File: src/rtl/fb_port_arbiter.sv
// Single-port framebuffer RAM arbiter: VGA pixel fetch has absolute priority,
// capture writes go through a small FIFO, and a zero-fill walks the whole buffer.
module fb_port_arbiter #(
    parameter int FB_W     = 160,
    parameter int FB_H     = 120,
    parameter int SCALE_SH = 2,
    parameter int WQ_DEPTH = 4
) (
    input  logic        clk,
    input  logic        rst,
    input  logic [9:0]  posX,
    input  logic [8:0]  posY,
    input  logic        wr_valid,
    output logic        wr_ready,
    input  logic [14:0] wr_addr,
    input  logic [11:0] wr_data,
    input  logic        clear_req,
    output logic        clear_busy,
    output logic        addr_err,
    output logic [14:0] mem_addr,
    output logic        mem_we,
    output logic [11:0] mem_wdata,
    input  logic [11:0] mem_rdata,
    output logic [11:0] pixel_out
);
    localparam int unsigned FB_SIZE   = FB_W * FB_H;
    localparam logic [31:0] FB_W_BITS = 32'(FB_W);
    localparam int          PW        = (WQ_DEPTH > 1) ? $clog2(WQ_DEPTH) : 1;
    localparam int          CW        = $clog2(WQ_DEPTH + 1);
    localparam logic [14:0] CLR_LAST  = 15'(FB_SIZE - 1);

    typedef enum logic {IDLE, CLEAR} state_t;
    state_t state_q, state_d;

    logic        rd_slot;
    logic [8:0]  row;
    logic [9:0]  col;
    logic [14:0] row_terms [15];
    logic [14:0] rd_addr;

    assign rd_slot = (posX < 10'd640) && (posY < 9'd480) && (posX[SCALE_SH-1:0] == '0);
    assign row     = posY >> SCALE_SH;
    assign col     = posX >> SCALE_SH;

    // row * FB_W as a sum of shifted copies, one per set bit of FB_W
    genvar gi;
    generate
        for (gi = 0; gi < 15; gi++) begin : g_terms
            if (FB_W_BITS[gi]) begin : g_on
                assign row_terms[gi] = 15'({23'd0, row} << gi);
            end else begin : g_off
                assign row_terms[gi] = '0;
            end
        end
    endgenerate

    always_comb begin
        rd_addr = {5'd0, col};
        for (int k = 0; k < 15; k++) begin
            rd_addr = rd_addr + row_terms[k];
        end
    end

    logic [14:0]   wq_addr_q [WQ_DEPTH];
    logic [11:0]   wq_data_q [WQ_DEPTH];
    logic [PW-1:0] head_q, tail_q;
    logic [CW-1:0] count_q;
    logic          wq_empty, wq_full, push, pop, head_bad;

    assign wq_empty = (count_q == '0);
    assign wq_full  = (count_q == CW'(WQ_DEPTH));
    assign wr_ready = !wq_full && (state_q == IDLE);
    assign push     = wr_valid && wr_ready;
    assign pop      = (state_q == IDLE) && !rd_slot && !wq_empty;
    assign head_bad = ({17'd0, wq_addr_q[head_q]} >= FB_SIZE);

    function automatic logic [PW-1:0] ptr_inc(input logic [PW-1:0] p);
        return (p == PW'(WQ_DEPTH - 1)) ? '0 : p + PW'(1);
    endfunction

    always_ff @(posedge clk) begin
        if (rst) begin
            head_q  <= '0;
            tail_q  <= '0;
            count_q <= '0;
        end else begin
            if (push) begin
                wq_addr_q[tail_q] <= wr_addr;
                wq_data_q[tail_q] <= wr_data;
                tail_q            <= ptr_inc(tail_q);
            end
            if (pop) begin
                head_q <= ptr_inc(head_q);
            end
            if (push && !pop) begin
                count_q <= count_q + CW'(1);
            end else if (pop && !push) begin
                count_q <= count_q - CW'(1);
            end
        end
    end

    logic [14:0] clr_cnt_q, clr_cnt_d, addr_hold_q;
    logic [11:0] wdata_hold_q, pix_q;
    logic        rd_slot_q, addr_err_q;

    // Port mux is combinational so the RAM sees the fetch address in the slot cycle itself
    always_comb begin
        state_d   = state_q;
        clr_cnt_d = clr_cnt_q;
        mem_we    = 1'b0;
        mem_addr  = addr_hold_q;
        mem_wdata = wdata_hold_q;
        if (rd_slot) begin
            mem_addr = rd_addr;
        end else if (pop) begin
            if (!head_bad) begin
                mem_we    = 1'b1;
                mem_addr  = wq_addr_q[head_q];
                mem_wdata = wq_data_q[head_q];
            end
        end else if (state_q == CLEAR) begin
            mem_we    = 1'b1;
            mem_addr  = clr_cnt_q;
            mem_wdata = '0;
            if (clr_cnt_q == CLR_LAST) begin
                clr_cnt_d = '0;
                state_d   = IDLE;
            end else begin
                clr_cnt_d = clr_cnt_q + 15'd1;
            end
        end
        if ((state_q == IDLE) && clear_req) begin
            state_d = CLEAR;
        end
        if (rst) begin
            mem_we    = 1'b0;
            mem_addr  = '0;
            mem_wdata = '0;
        end
    end

    always_ff @(posedge clk) begin
        if (rst) begin
            state_q      <= IDLE;
            clr_cnt_q    <= '0;
            addr_hold_q  <= '0;
            wdata_hold_q <= '0;
            pix_q        <= '0;
            rd_slot_q    <= 1'b0;
            addr_err_q   <= 1'b0;
        end else begin
            state_q      <= state_d;
            clr_cnt_q    <= clr_cnt_d;
            addr_hold_q  <= mem_addr;
            wdata_hold_q <= mem_wdata;
            rd_slot_q    <= rd_slot;
            if (rd_slot_q) begin
                pix_q <= mem_rdata;
            end
            if (pop && head_bad) begin
                addr_err_q <= 1'b1;
            end
        end
    end

    assign clear_busy = (state_q == CLEAR);
    assign addr_err   = addr_err_q;
    assign pixel_out  = pix_q;

endmodule
File: config.mk
export PLATFORM = sky130hd
export DESIGN_NAME = fb_port_arbiter
export DESIGN_NICKNAME = d
export VERILOG_FILES = /design/src/rtl/fb_port_arbiter.sv
export SDC_FILE = /design/constraint.sdc
export NUM_CORES = 1
export LEC_CHECK = 0
export CAP_MARGIN = 0
export CORE_MARGIN = 10
export CORE_UTILIZATION = 55
export DETAILED_ROUTE_END_ITERATION = 6
export PLACE_DENSITY = 0.88
export SETUP_SLACK_MARGIN = 0.2
export SYNTH_ARGS = -nofsm -noshare
export SYNTH_HDL_FRONTEND = slang
export SYNTH_SLANG_ARGS = --single-unit
File: constraint.sdc
create_clock -name clk -period 4.1 [get_ports clk]
set_input_delay 0.82 -clock clk [delete_from_list [all_inputs] [get_ports clk]]
set_output_delay 0.82 -clock clk [all_outputs]
set_load 0.005 [all_outputs]
# After elaboration in Yosys (flattened, before gate mapping)
# Memory sizes are Yosys's and may differ from the RTL's. A register that Yosys moved wholly into a read port is not among the register bits.
# Cells that the tools add are included.
# word_totals
ff_bits	64
ram_bits	108
input_bits	62
out_inout_bits	43
elab_cells	83
memories	2
# op_classes
n_addsub	7
n_lt_le_gt_ge	3
n_eq_ne	6
muxes	32
bitwise	3
reduce_logical	20
# mem_list
memory	words	width	rd	rd_ports_with_merged_regs	wr	line_no	text
wq_addr_q	4	15	1	1	1	64	logic [14:0] wq_addr_q [WQ_DEPTH];
wq_data_q	4	12	1	1	1	65	logic [11:0] wq_data_q [WQ_DEPTH];
# op_table
cell	count
$mux W15	6
$mux W12	5
$add A13 B14 Y15	1
$add A15 B1 Y15 const B	1
$eq A15 B15 Y1 const B	1
$ge A15 B15 Y1 const B	1
$add A8 B12 Y13	1
$mux W1	13
$mux W2	6
$logic_and A1 B1 Y1	10
$lt A10 B10 Y1 const B	1
$lt A9 B9 Y1 const B	1
$mux W3	2
$logic_not A1 Y1	5
$add A2 B1 Y2 const B	2
$eq A2 B2 Y1 const B	2
$ne A2 B1 Y1 const B	2
$add A3 B1 Y3 const B	1
$eq A3 B3 Y1 const B	1
$logic_not A3 Y1	1
$not A1 Y1	3
$reduce_and A3 Y1	1
$sub A3 B1 Y3 const B	1
$logic_not A2 Y1	1
2 further kinds	2

# Logic depth before layout (Yosys ltp)
# logic_depth
ltp_word	9
ltp_mapped	10
mapped_depth_nobuf	10

# Worst setup path before layout
# OpenSTA, ideal clock, no wires.
# synth_timing
path_type	input to output
from	input posX[9]
to	output mem_addr[13]
arrival_ns	2.810
required_ns	3.280
path_slack_ns	0.470
path_stages	10
n_path_buf	0
cell_sequence	inv_1 > fa_1 > inv_1 > ha_1 > a21o_1 > a21oi_1 > o21ai_1 > o41ai_1 > xor2_1 > o21ai_0
# synth_via
elab_chain_len	9
elab_cells_between_ends	11
classes_between	2 x add/sub; 1 x order compare; 3 x mux; 5 x reduce/logical
# synth_rtl
item	line_no	text
from (decl)	11	input logic [9:0] posX,
parallel branches: the longest is 7 deep, another holds $add A13 B14 Y15	--	
$mux W15 (*)	114	if (rd_slot) begin
$mux W15 (*)	136	if (rst) begin
to (decl)	20	output logic [14:0] mem_addr,
# Every way passes the cells marked *.

# Final worst setup path
# layout_timing
from	input posX[8]
to	output mem_addr[12]
# Same word-level chain as after synthesis.

==> metrics <==
post-DP HPWL 12100 microns; crit-path cells clkdlybuf4s15_2, ha_4, ha_2, inv_2, fa_2, nor2b_1, o21ai_2, a21boi_2, o21a_1, buf_4, nor3_1, o31ai_1, buf_2; final wirelength 18400 microns; post-synth top area cell edfxtp_1; deepest level of the CTS H-tree 4; Ys Warns 0; fmax 255 MHz; Root Buffer clkbuf_16; post-synthesis mux area share 11.9%; Storage cell area 4570 sq um; cell depth of the worst min-delay path 2; power per cell area 521 nW/um^2; area of the multi-input gates 2870 sq um; DRC viols 0; Synth area leaders edfxtp_1 43%, dfxtp_1 18%, mux4_2 8.1%; Finish-stage setup viols 0; post-route ant nets 0; Slowest-stage cell, CP fa_2; Post-synth EDFFs 108; Combinational Power Share 28.2%; DP Area 8920 sq um; vias per cell 5.89; CP arrival 3.10 ns; Relative slew margins 48.6%; most frequent cells in the layout 108 x edfxtp_1, 79 x clkdlybuf4s50_1, 64 x dfxtp_1, 49 x buf_4, 43 x nor2_1; # clock sinks 174; DR pass1 iterations 5; WHS Endpoint addr_err$_SDFFE_PP0P_; Clock Tree Buf Depth 2; status finished, final reports clean; max-cap violation count 0; share of cells above drive strength 1 24.0%; vias 5203; HP Start addr_err$_SDFFE_PP0P_; worst skew pair latency 0.43 ns; Reg2Reg Depth 11; worst slew pin tran 0.769 ns; initial antenna violation count 0; adder-cell share of the synthesized area 4.14%; RSZ-0062 raised after global routing yes; FP Rows 42; worst vdd ir 0.000331 V; Leak Pwr 3.68 nW; number of port buffers 102; CTS hold repair buffers 0; vias in the first global route 5352; clock buffer count from CTS 17; IO Pins 105; endpoints failing hold 0; Yosys cell types 54; GR Util All Layers 19.4%; Worst Path Required 3.28 ns; Switch Pwr 0.00147 W; cell family with most CP delay adder cells; critical path class primary input to primary output; most common cell after layout, fill and taps aside edfxtp_1; RR Startpoint count_q[0]$_SDFFE_PP0P_; worst reg2reg path endpoint count_q[2]$_SDFFE_PP0P_; Final min period 3.92 ns; DR WL/cell 20.8 microns; max incr delay on CP 0.39 ns; syn_nets 627; Die ar. 18700 sq um; Synth Register Bits 174; syn_area_per_cell 13.8 sq um; P_int 0.00365 W; CTS tree yes; wire length of the first global-routing pass 27900 microns; Post-Synth Simple-Gate Area 8.33%; global route overflow 0; share of Yosys cell area claimed by the top area cell type 43.3%; ys async rst share 0%; Netlist Area Pre-Place 7490 sq um; xor/xnor share of the synthesized area 1.99%; Synth Instances 542; CP Max Fanout 2; CP Buf/Inv Count 4; TNS Setup 0 ns; Clk pwr share 31.0%; Seq pwr share 40.8%; ANT cells 0; core box area 13300 sq um; Die X-Extent 137 microns; Starting Density 56.4%; Filler Cells Inserted 822; design area 9830 sq um; Post-synth top flop edfxtp_1; final clock skew 0.00797 ns; switch share 28.7%; largest family of logic cells by synthesized area multiplexers; Worst Hold Class flip-flop to flip-flop; gpl congestion 0.892; Max Slew Vio Count 0; post-synthesis compound-gate area fraction 10.3%; die height 137 microns; nets@finish 780; largest net degree at the start of global routing 28; CP Launch Type primary input; Worst-path clk slew 0.06 ns; FF-to-FF setup slack 1.60 ns; area grow syn2layout 31.1%; Tcrit/Tclk final 95.6%; Initial DRC Count 382; crit path capture type primary output; sequential element share of the synthesized area 60.9%
==> what timing repair did <==
action	4_1_cts	5_1_grt
buffers inserted	11	8
hold endpoints to repair	0	0
pin swaps	16	9
endpoints found under the setup margin	27	25
resized for setup	66	21
cloned	0	1
==> metal layers <==
| layer | up-vias | global-route usage [%] | share of wire (%) | routed length [microns] |
|---|---|---|---|---|
| met3 | 53 | 5.06 | 8.1 | 1480 |
| met2 | 239 | 32.8 | 50 | 9160 |
| li1 | 2364 | - | - | - |
| met5 | - | 0 | 0 | 0 |
| met4 | 0 | 8.82 | 3.2 | 595 |
| met1 | 2547 | 22.6 | 39 | 7120 |
==> registers in the layout, indices dropped and copies added (netlist names), 2 cells and up, named ones only <==
signal / count
wdata_hold_q: 12
wq_data_q: 48
addr_hold_q: 15
tail_q: 2
count_q: 3
pixel_out: 12
wq_addr_q: 60
clr_cnt_q: 15
head_q: 2
==> area by class of cell <==
cell class / instances / area share (%)
clock buffer: 20 / 4.65
multi-input combinational: 325 / 29.2
inverter: 18 / 0.688
tap: 176 / 2.24
timing repair buffer: 159 / 15.4
sequential: 174 / 46.5
clock inverter: 12 / 1.35
==> logic make-up after synthesis <==
| group | Yosys count |
|---|---|
| adders and majority gates | 23 |
| xor gates and xnor gates | 17 |
| and+or+nand+nor | 127 |
| buffers and inverters | 43 |
| DFF | 174 |
| muxes | 55 |
| AOI/OAI and AO/OA | 103 |
==> per-stage QoR <==
| stage | power, W | hold WS [ns] | setup slack, ns | cells | util (%) |
|---|---|---|---|---|---|
| finish | 0.00512 | 0.451 | 0.181 | 884 | 73.9 |
| global route | 0.00534 | 0.474 | 0.0677 | 884 | 73.9 |
| CTS | 0.00505 | 0.454 | 0.203 | 875 | 72.8 |
| detailed placement | 0.00342 | 0.444 | -0.748 | 832 | 67.1 |
| global placement | 0.00336 | 0.441 | -0.629 | 832 | 67.1 |
| floorplan | 0.00289 | 0.442 | 0.470 | 542 | - |
==> how the worst max path moves through the flow <==
stage	startpoint	end	slack [ns]	cells past startpoint
3_3_place_gp	posX[9]	mem_addr[13]	-0.63	12
6_report	posX[8]	mem_addr[12]	0.18	13
5_1_grt	posX[8]	mem_addr[12]	0.07	13
3_5_place_dp	posX[9]	mem_addr[13]	-0.75	12
2_1_floorplan	posX[9]	mem_addr[13]	0.47	10
4_1_cts	posY[4]	mem_addr[12]	0.20	13
==> synthesized netlist by cell type (4+ instances only) <==
cell type	n
nor3_1	4
clkbuf_1	15
nand4_1	6
dfxtp_1	66
edfxtp_1	108
nand3_1	14
xor2_1	13
nor2_1	43
mux4_2	27
o31ai_1	5
inv_1	16
nand2_1	32
a22o_1	14
o21ai_0	11
ha_1	20
o21ai_1	8
xnor2_1	4
a21oi_1	34
mux2i_1	28
and2_1	4
nand2b_1	6
o21a_1	4
o221ai_2	13
==> worst min-delay path: cells and delay by family, from the launching register on <==
family	cells	cell delay, ns
flops	1	0.31
compound gates	1	0.05
buf+inv	1	0.05
==> power groups by stage <==
stage                     Clock (W)  Sequential, W  Combinational (W)
after CTS                   0.00161        0.00209            0.00135
after global placement            0        0.00211            0.00125
after detailed placement          0        0.00212            0.00129
after floorplan                   0        0.00209           0.000800
final                       0.00159        0.00209            0.00144
after global routing        0.00169        0.00211            0.00154
Power figures use the tool's default switching activity.
